==> src/rtl/bus_target_regfile.sv <==
// bus_target_regfile
// Target end of the chipselect/start/read/write system-bus handshake, backed by
// a flop-based register file of 2**ADDR_BITS 32-bit words with byte-enable
// writes. A programmable number of wait states sits between accepting a
// transaction and touching the array.
//
// Optional build macro: BUS_TARGET_WPROT_EN
//   defined   -> adds i_wprot / o_werr; writes reaching ACCESS while i_wprot=1
//                leave the array untouched and set a sticky o_werr
//   undefined -> no protection ports, every write updates the array
//
// state    | meaning
// ---------+---------------------------------------------------------------
// ST_IDLE  | waiting for chipselect & start & (read|write)
// ST_WAIT  | counting down wait states; abort if master withdraws
// ST_ACCESS| one cycle: perform the array read or byte-masked write
// ST_DONE  | ready=1, readdata stable until master drops its request

module bus_target_regfile #(
   parameter int ADDR_BITS   = 4,
   parameter int WAIT_STATES = 2
) (
   input  logic        i_clock,
   input  logic        i_reset_n,
   input  logic        i_chipselect,
   input  logic        i_start,
   input  logic        i_read,
   input  logic        i_write,
   input  logic [31:0] i_address,
   input  logic [3:0]  i_be,
   input  logic [31:0] i_writedata,
`ifdef BUS_TARGET_WPROT_EN
   input  logic        i_wprot,
   output logic        o_werr,
`endif
   output logic [31:0] o_readdata,
   output logic        o_ready,
   output logic        o_busy
);

   localparam int DEPTH = 2 ** ADDR_BITS;

   // Parameter sanity: the wait counter is 4 bits wide and the word index
   // must fit inside the 32-bit byte address above the two byte-offset bits.
   if (WAIT_STATES < 0 || WAIT_STATES > 15) begin : g_bad_wait_states
      $error("bus_target_regfile: WAIT_STATES must be in 0..15");
   end
   if (ADDR_BITS < 1 || ADDR_BITS > 29) begin : g_bad_addr_bits
      $error("bus_target_regfile: ADDR_BITS must be in 1..29");
   end

   localparam logic [3:0] LP_WAIT = 4'(WAIT_STATES);

   typedef enum logic [1:0] {
      ST_IDLE   = 2'd0,
      ST_WAIT   = 2'd1,
      ST_ACCESS = 2'd2,
      ST_DONE   = 2'd3
   } state_t;

   state_t                 r_state;
   state_t                 w_next;

   logic [ADDR_BITS-1:0]   r_idx;
   logic [3:0]             r_be;
   logic [31:0]            r_wdata;
   logic                   r_kind_wr;
   logic [3:0]             r_cnt;
   logic [31:0]            r_readdata;
   logic [31:0]            r_mem [DEPTH];

   logic                   w_req;
   logic                   w_hold;
   logic                   w_accept;
   logic                   w_cnt_dec;
   logic                   w_do_access;
   logic                   w_commit;
   logic [31:0]            w_cur;
   logic [31:0]            w_merged;
   logic                   w_unused_addr;

   assign w_req  = i_read | i_write;
   assign w_hold = i_chipselect & w_req;
   assign w_cur  = r_mem[r_idx];

   // Only the word-index bits of the byte address are decoded.
   assign w_unused_addr = ^{i_address[31:ADDR_BITS+2], i_address[1:0]};

`ifdef BUS_TARGET_WPROT_EN
   logic r_werr;

   assign w_commit = r_kind_wr & ~i_wprot;
   assign o_werr   = r_werr;

   // Sticky protection-violation flag, cleared only by reset.
   always_ff @(posedge i_clock) begin
      if (!i_reset_n) begin
         r_werr <= 1'b0;
      end else if (w_do_access && r_kind_wr && i_wprot) begin
         r_werr <= 1'b1;
      end
   end
`else
   assign w_commit = r_kind_wr;
`endif

   // State register.
   always_ff @(posedge i_clock) begin
      if (!i_reset_n) begin
         r_state <= ST_IDLE;
      end else begin
         r_state <= w_next;
      end
   end

   // Next-state logic and per-state control strobes.
   always_comb begin
      w_next      = r_state;
      w_accept    = 1'b0;
      w_cnt_dec   = 1'b0;
      w_do_access = 1'b0;
      case (r_state)
         ST_IDLE: begin
            if (i_chipselect && i_start && w_req) begin
               w_accept = 1'b1;
               w_next   = ST_WAIT;
            end
         end
         ST_WAIT: begin
            // Withdrawal is honoured even on the last wait cycle, so an
            // aborted write never reaches the array.
            if (!w_hold) begin
               w_next = ST_IDLE;
            end else if (r_cnt == 4'd0) begin
               w_next = ST_ACCESS;
            end else begin
               w_cnt_dec = 1'b1;
            end
         end
         ST_ACCESS: begin
            w_do_access = 1'b1;
            w_next      = ST_DONE;
         end
         ST_DONE: begin
            if (!w_hold) begin
               w_next = ST_IDLE;
            end
         end
         default: begin
            w_next = ST_IDLE;
         end
      endcase
   end

   // Capture the transaction on accept and run the wait-state down-counter.
   always_ff @(posedge i_clock) begin
      if (!i_reset_n) begin
         r_idx     <= '0;
         r_be      <= '0;
         r_wdata   <= '0;
         r_kind_wr <= 1'b0;
         r_cnt     <= '0;
      end else if (w_accept) begin
         r_idx     <= i_address[ADDR_BITS+1:2];
         r_be      <= i_be;
         r_wdata   <= i_writedata;
         r_kind_wr <= i_write;
         r_cnt     <= LP_WAIT;
      end else if (w_cnt_dec) begin
         r_cnt     <= r_cnt - 4'd1;
      end
   end

   // Byte-lane merge of the latched write data into the addressed word.
   always_comb begin
      w_merged = w_cur;
      for (int b = 0; b < 4; b++) begin
         if (r_be[b]) begin
            w_merged[8*b +: 8] = r_wdata[8*b +: 8];
         end
      end
   end

   // Register file: cleared by reset, written only in ACCESS.
   always_ff @(posedge i_clock) begin
      if (!i_reset_n) begin
         for (int i = 0; i < DEPTH; i++) begin
            r_mem[i] <= '0;
         end
      end else if (w_do_access && w_commit) begin
         r_mem[r_idx] <= w_merged;
      end
   end

   // Read-data register: loaded in ACCESS with the post-operation word, held otherwise.
   always_ff @(posedge i_clock) begin
      if (!i_reset_n) begin
         r_readdata <= '0;
      end else if (w_do_access) begin
         r_readdata <= w_commit ? w_merged : w_cur;
      end
   end

   assign o_readdata = r_readdata;
   assign o_ready    = (r_state == ST_DONE);
   assign o_busy     = (r_state != ST_IDLE);

endmodule

==> config.mk <==
export PLATFORM = sky130hd
export DESIGN_NAME = bus_target_regfile
export DESIGN_NICKNAME = d
export VERILOG_FILES = /design/src/rtl/bus_target_regfile.sv
export SDC_FILE = /design/constraint.sdc
export NUM_CORES = 1
export LEC_CHECK = 0
export ABC_AREA = 1
export BUFFER_PORTS_ARGS = -buffer_cell sky130_fd_sc_hd__buf_2
export CORE_UTILIZATION = 45
export DETAILED_ROUTE_END_ITERATION = 16
export PLACE_DENSITY = 0.72
export SYNTH_ARGS = -nofsm -noshare
export SYNTH_HDL_FRONTEND = slang
export SYNTH_SLANG_ARGS = --single-unit
==> constraint.sdc <==
create_clock -name i_clock -period 5.2 [get_ports i_clock]
set_input_delay 0.26 -clock i_clock [delete_from_list [all_inputs] [get_ports i_clock]]
set_output_delay 0.26 -clock i_clock [all_outputs]
set_load 0.02 [all_outputs]
# --- Yosys cells after proc, flatten, opt, wreduce, memory -nomap -nowiden ---
# Memory sizes are Yosys's and may differ from the RTL's. A register that Yosys moved wholly into a read port is not among the register bits.
# Index checks and enable logic that the tools add are counted.
word_totals:
  regBits: 79
  mem_bits_rw: 512
  output_inout_bits: 34
  n_memories: 1
memory_table:
  columns: ["name", "words", "width", "rd", "rd_clocked_by_memory_dff", "wr", "line", "rtl"]
  rows:
  - ["r_mem", 16, 32, 1, 1, 16, "70", "logic [31:0] r_mem [DEPTH];"]
classes:
  add_sub_neg: 1
  n_eq_ne: 6
  muxes: 27
  n_bitwise: 3
  reduce_logical: 10
ops:
  columns: ["op", "count"]
  rows:
  - ["32-bit 2-to-1 mux", 2]
  - ["8-bit 2-to-1 mux", 4]
  - ["32-bit OR reduction", 1]
  - ["2-bit 2-to-1 mux", 6]
  - ["4-bit 2-to-1 mux", 3]
  - ["1-bit 2-to-1 mux", 11]
  - ["2-bit one-hot mux with 4 select lines", 1]
  - ["2-bit equality test, second input constant", 2]
  - ["4-bit logical NOT", 1]
  - ["2-bit inequality test, second input constant", 2]
  - ["2-bit nonzero test", 2]
  - ["4-bit by 1-bit subtractor with 4-bit output, second input constant", 1]
  - ["1-bit logical AND", 3]
  - ["3-bit inequality test, second input constant", 1]
  - ["3-bit AND reduction", 1]
  - ["2-bit by 1-bit equality test with 1-bit output, second input constant", 1]
  - ["2-bit logical NOT", 1]
  - ["2-bit OR reduction", 1]
  - ["1-bit bitwise AND", 1]
  - ["1-bit inverter", 1]
  - ["1-bit OR", 1]

# --- Logic depth before layout (Yosys ltp) ---
depth:
  depth_word: 8
  depth_mapped: 14
  depth_no_buf: 11

# --- Worst setup path before layout ---
# No wires, ideal clock.
synth_path:
  path_kind: "register -> register"
  start: "register r_kind_wr"
  end: "memory r_mem[10][0], enable pin"
  setup_ps: 389
  arrival_time_ps: 2135
  t_required_ps: 4811
  path_slack_ps: 2675
  path_stages_with_launch: 9
  period_less_slack_ps: 2525
  cell_sequence: "dfxtp_1 -> clkbuf_1 -> inv_2 -> nor3_2 -> inv_2 -> nor3_2 -> nand2_1 -> clkbuf_1 -> nand2_1"
synth_rtl:
  columns: ["item", "line", "rtl"]
  rows:
  - ["start: declaration", "67", "logic r_kind_wr;"]
  - ["start signal: assignment", "167", "r_kind_wr <= i_write;"]
  - ["end: declaration", "70", null]

==> PnR_summary.wiki <==
{| class="wikitable"
! Metric !! Value
|-
| Post-synth cell types || 25
|-
| Final Max Slew Viols || 0
|-
| Total power density per cell area || 350.3 nW/um^2
|-
| Max stage delay cell, worst path || sky130_fd_sc_hd__nand2_2
|-
| Die Span Y || 254.8 um
|-
| Floorplan row count || 92
|-
| Overall global routing resource usage || 24.71%
|-
| Number of vias per cell after detailed routing || 5.326
|-
| DP Wirelength || 42740 um
|-
| Root Buffer || sky130_fd_sc_hd__clkbuf_16
|-
| Status || finished clean
|-
| Commonest cells after routing, fill and taps aside || 855 x sky130_fd_sc_hd__nand2_1, 583 x sky130_fd_sc_hd__nor2_1, 512 x sky130_fd_sc_hd__edfxtp_1
|-
| Number of filler cells placed in the layout || approximately 5800
|-
| Starting density of the core || 45.58%
|-
| Cells after synthesis || 3303
|-
| Vias in the first global route || 21185
|-
| Largest net degree at the start of global routing || 142
|-
| CP cell instances || buf_4, inv_2, nor3_2, inv_2, nor3_2, nand2_1, buf_4, nand2_2, buf_4
|-
| Wirelength, routed || 80450 um
|-
| Number of hold violations in the final report || 0
|-
| Achievable Freq || 291.2 MHz
|-
| Post-detailed-placement cell area || 29480 um^2
|-
| Worst Max-Slew Pin Slew || 1.316 ns
|-
| Number of antenna repair diodes || 0
|-
| Initial detailed-routing violation count || 2788
|-
| Most used cell, CP || sky130_fd_sc_hd__buf_4
|-
| Largest stage delay on the critical path || 0.67 ns
|-
| Clock sink count || 595
|-
| Final critical-path required period || 3.434 ns
|-
| Number of warnings issued by yosys || 0
|-
| Std-Cell Core Area || about 63000 um^2
|-
| Worst EP arrival || 3.73 ns
|-
| Setup TNS || 0 ns
|-
| Routed WL per cell || 19.16 um
|-
| Share of post-route cells with drive strength above 1 || around 8%
|-
| Cell family with the largest share of critical-path delay || buffers and inverters
|-
| Crit Path Max Fanout || 33
|-
| Sequential area share after synthesis || 59.25%
|-
| Skew final || around 0.024 ns
|-
| Total iterations of the first detailed-routing run || 7
|-
| Clock slew at the register clock pins of the worst setup and hold paths || 0.06 ns
|-
| Unrepaired setup endpoints after global routing || false
|-
| Pleak || 13.72 nW
|-
| Die span in x || 254.8 um
|-
| Total DRC errors in the routed layout || 0
|-
| Area of the mapped netlist || 28750 um^2
|-
| I/O Buffers || 79
|-
| Class of the tightest hold or removal check || in2reg
|-
| Overall die area || 64910 um^2
|-
| Buf/Inv on CP || 5
|-
| Number of CTS-inserted buffers || a little under 60
|-
| Worst path required time || 5.50 ns
|-
| Number of max-cap violations || 0
|-
| Relative slew slack || 11.94%
|-
| Setup crit start kind || flip-flop
|-
| Synthesized area divided by synthesized cell count || 8.705 um^2
|-
| Remaining global-route overflow || 0
|-
| CP Capture Type || flip-flop
|-
| First-pass GRT wire length || 120600 um
|-
| Number of buffers on the longest clock path || 3
|-
| Clock H-tree levels || 2
|-
| Type of the setup path with the least slack || reg2reg
|-
| Layout overhead on the synthesized area || 10.40%
|-
| Placer's final routability congestion estimate || 0.8334
|-
| IR drop worst, VDD || 302.9 uV
|-
| Number of flip-flops and latches in the synthesized netlist || roughly 600
|-
| Clock tree from TritonCTS || done
|-
| Post-cts repair resize count || 0
|-
| Most common cell after layout, fill and taps aside || sky130_fd_sc_hd__nand2_1
|-
| Finished layout cell area || 31740 um^2
|-
| Antenna violations before repair || 0
|-
| Syn nets || around 3400
|-
| Clock network latency to the later pin of the worst-skew pair || 0.63 ns
|-
| Setup Viol. Count Final || 0
|-
| Remaining antenna violation count after routing || 0
|-
| Layout net count || 3382
|-
| Routed via count || between 20000 and 25000
|-
| Number of ports placed on the die boundary || 108
|-
| Final critical-path share of the clock period || 66.05%
|}
==> worst register-to-register path, delay by kind of cell (launching register included) <==
family / cells / cell delay, ns
buffers and inverters: 5 / 1.47
AND/OR/NAND/NOR: 4 / 1.32
flip-flops: 1 / 0.31
==> layout make-up <==
cell class | count | area [um^2] | area share [%]
multi-input combinational | 2041 | 8926 | 28.12
tap | 846 | 1059 | 3.335
clock buffer | 78 | 1599 | 5.037
clock inverter | 27 | 249.0 | 0.7844
inverter | 443 | 1673 | 5.270
sequential | 595 | 17050 | 53.70
timing repair buffer | 168 | 1194 | 3.760
==> timing repair <==
action	4_1_cts	5_1_grt
endpoints found under the hold margin	46	0
hold buffers	42	0
setup buffers	0	0
endpoints found under the setup margin	0	0
==> per-stage QoR <==
stage / utilization [%] / hold slack, ns / setup WS (ns) / power, W / cells
final: 50.32 / 0.08662 / 1.766 / 0.01112 / 4198
after global routing: 50.32 / 0.1232 / 1.692 / 0.01146 / 4198
after CTS: 50.32 / 0.05432 / 1.863 / 0.01110 / 4198
after detailed placement: 46.73 / 0.4537 / 1.868 / 0.006970 / 4051
after global placement: 46.73 / 0.4494 / 1.898 / 0.006939 / 4051
after floorplan: - / 0.3949 / 2.675 / 0.006623 / 3303
==> routing by layer <==
metal / track usage, % / vias up / wire length [um]
met5: 0 / - / 0
met2: 38.10 / 1270 / 35870
met4: 13.02 / 0 / 4113
met1: 33.75 / 10424 / 31920
li1: - / 10440 / -
met3: 3.674 / 226 / 8546
==> worst paths after layout <==
check	start	end	slack, ns	cells past startpoint
max	r_kind_wr	r_mem[4][10]	1.77	9
min	i_chipselect	flip-flop	0.09	4
max reg2reg	r_kind_wr	r_mem[4][10]	1.77	9
min reg2reg	r_cnt[0]	r_cnt[0]	0.46	2
==> power breakdown <==
group	switching [W]	leakage, nW	internal, W
logic	0.00110	6.85	0.000394
clock network	0.00180	0.904	0.00239
registers	0.0000919	5.97	0.00535
==> cell usage after synthesis <==
master,instances,area (um^2)
sky130_fd_sc_hd__nor3_1,3,15.01
sky130_fd_sc_hd__inv_1,431,1618
sky130_fd_sc_hd__clkbuf_1,80,300.3
sky130_fd_sc_hd__clkinv_1,1,3.750
sky130_fd_sc_hd__buf_4,48,360.4
sky130_fd_sc_hd__nor3b_1,1,7.510
sky130_fd_sc_hd__edfxtp_1,512,15370
sky130_fd_sc_hd__buf_1,31,116.4
sky130_fd_sc_hd__and3_1,1,6.260
sky130_fd_sc_hd__ha_1,1,12.51
sky130_fd_sc_hd__a31oi_1,1,6.260
sky130_fd_sc_hd__buf_2,54,270.3
sky130_fd_sc_hd__nand3_1,449,2247
sky130_fd_sc_hd__inv_2,11,41.29
sky130_fd_sc_hd__nor3_2,5,50.05
sky130_fd_sc_hd__dfxtp_1,83,1662
sky130_fd_sc_hd__o21ai_0,45,225.2
sky130_fd_sc_hd__nand4_1,2,12.51
sky130_fd_sc_hd__nor2_4,1,11.26
sky130_fd_sc_hd__a21boi_4,32,600.6
sky130_fd_sc_hd__nand2_1,871,3269
sky130_fd_sc_hd__o21a_1,1,7.510
sky130_fd_sc_hd__nor2_1,584,2192
sky130_fd_sc_hd__a21oi_1,44,220.2
sky130_fd_sc_hd__buf_6,11,123.9
==> kinds of logic (layout without fill, tap and decap cells) <==
kind of cell / Yosys count / after routing / share of synthesized area [%]
simple gates: 1917 / 1917 / 27.17
flops: 595 / 595 / 59.25
compound gates: 123 / 123 / 3.686
buf+inv: 667 / 716 / 9.856
fa+ha+maj: 1 / 1 / 0.04351
==> registers in the layout, indices dropped and copies added, names as in the netlist, named ones only <==
| signal | cells |
|---|---|
| r_kind_wr | 1 |
| r_mem | 512 |
| r_idx | 4 |
| r_wdata | 32 |
| o_readdata | 32 |
| r_cnt | 4 |
| r_state | 1 |
| r_be | 4 |
Power figures use the tool's default switching activity.
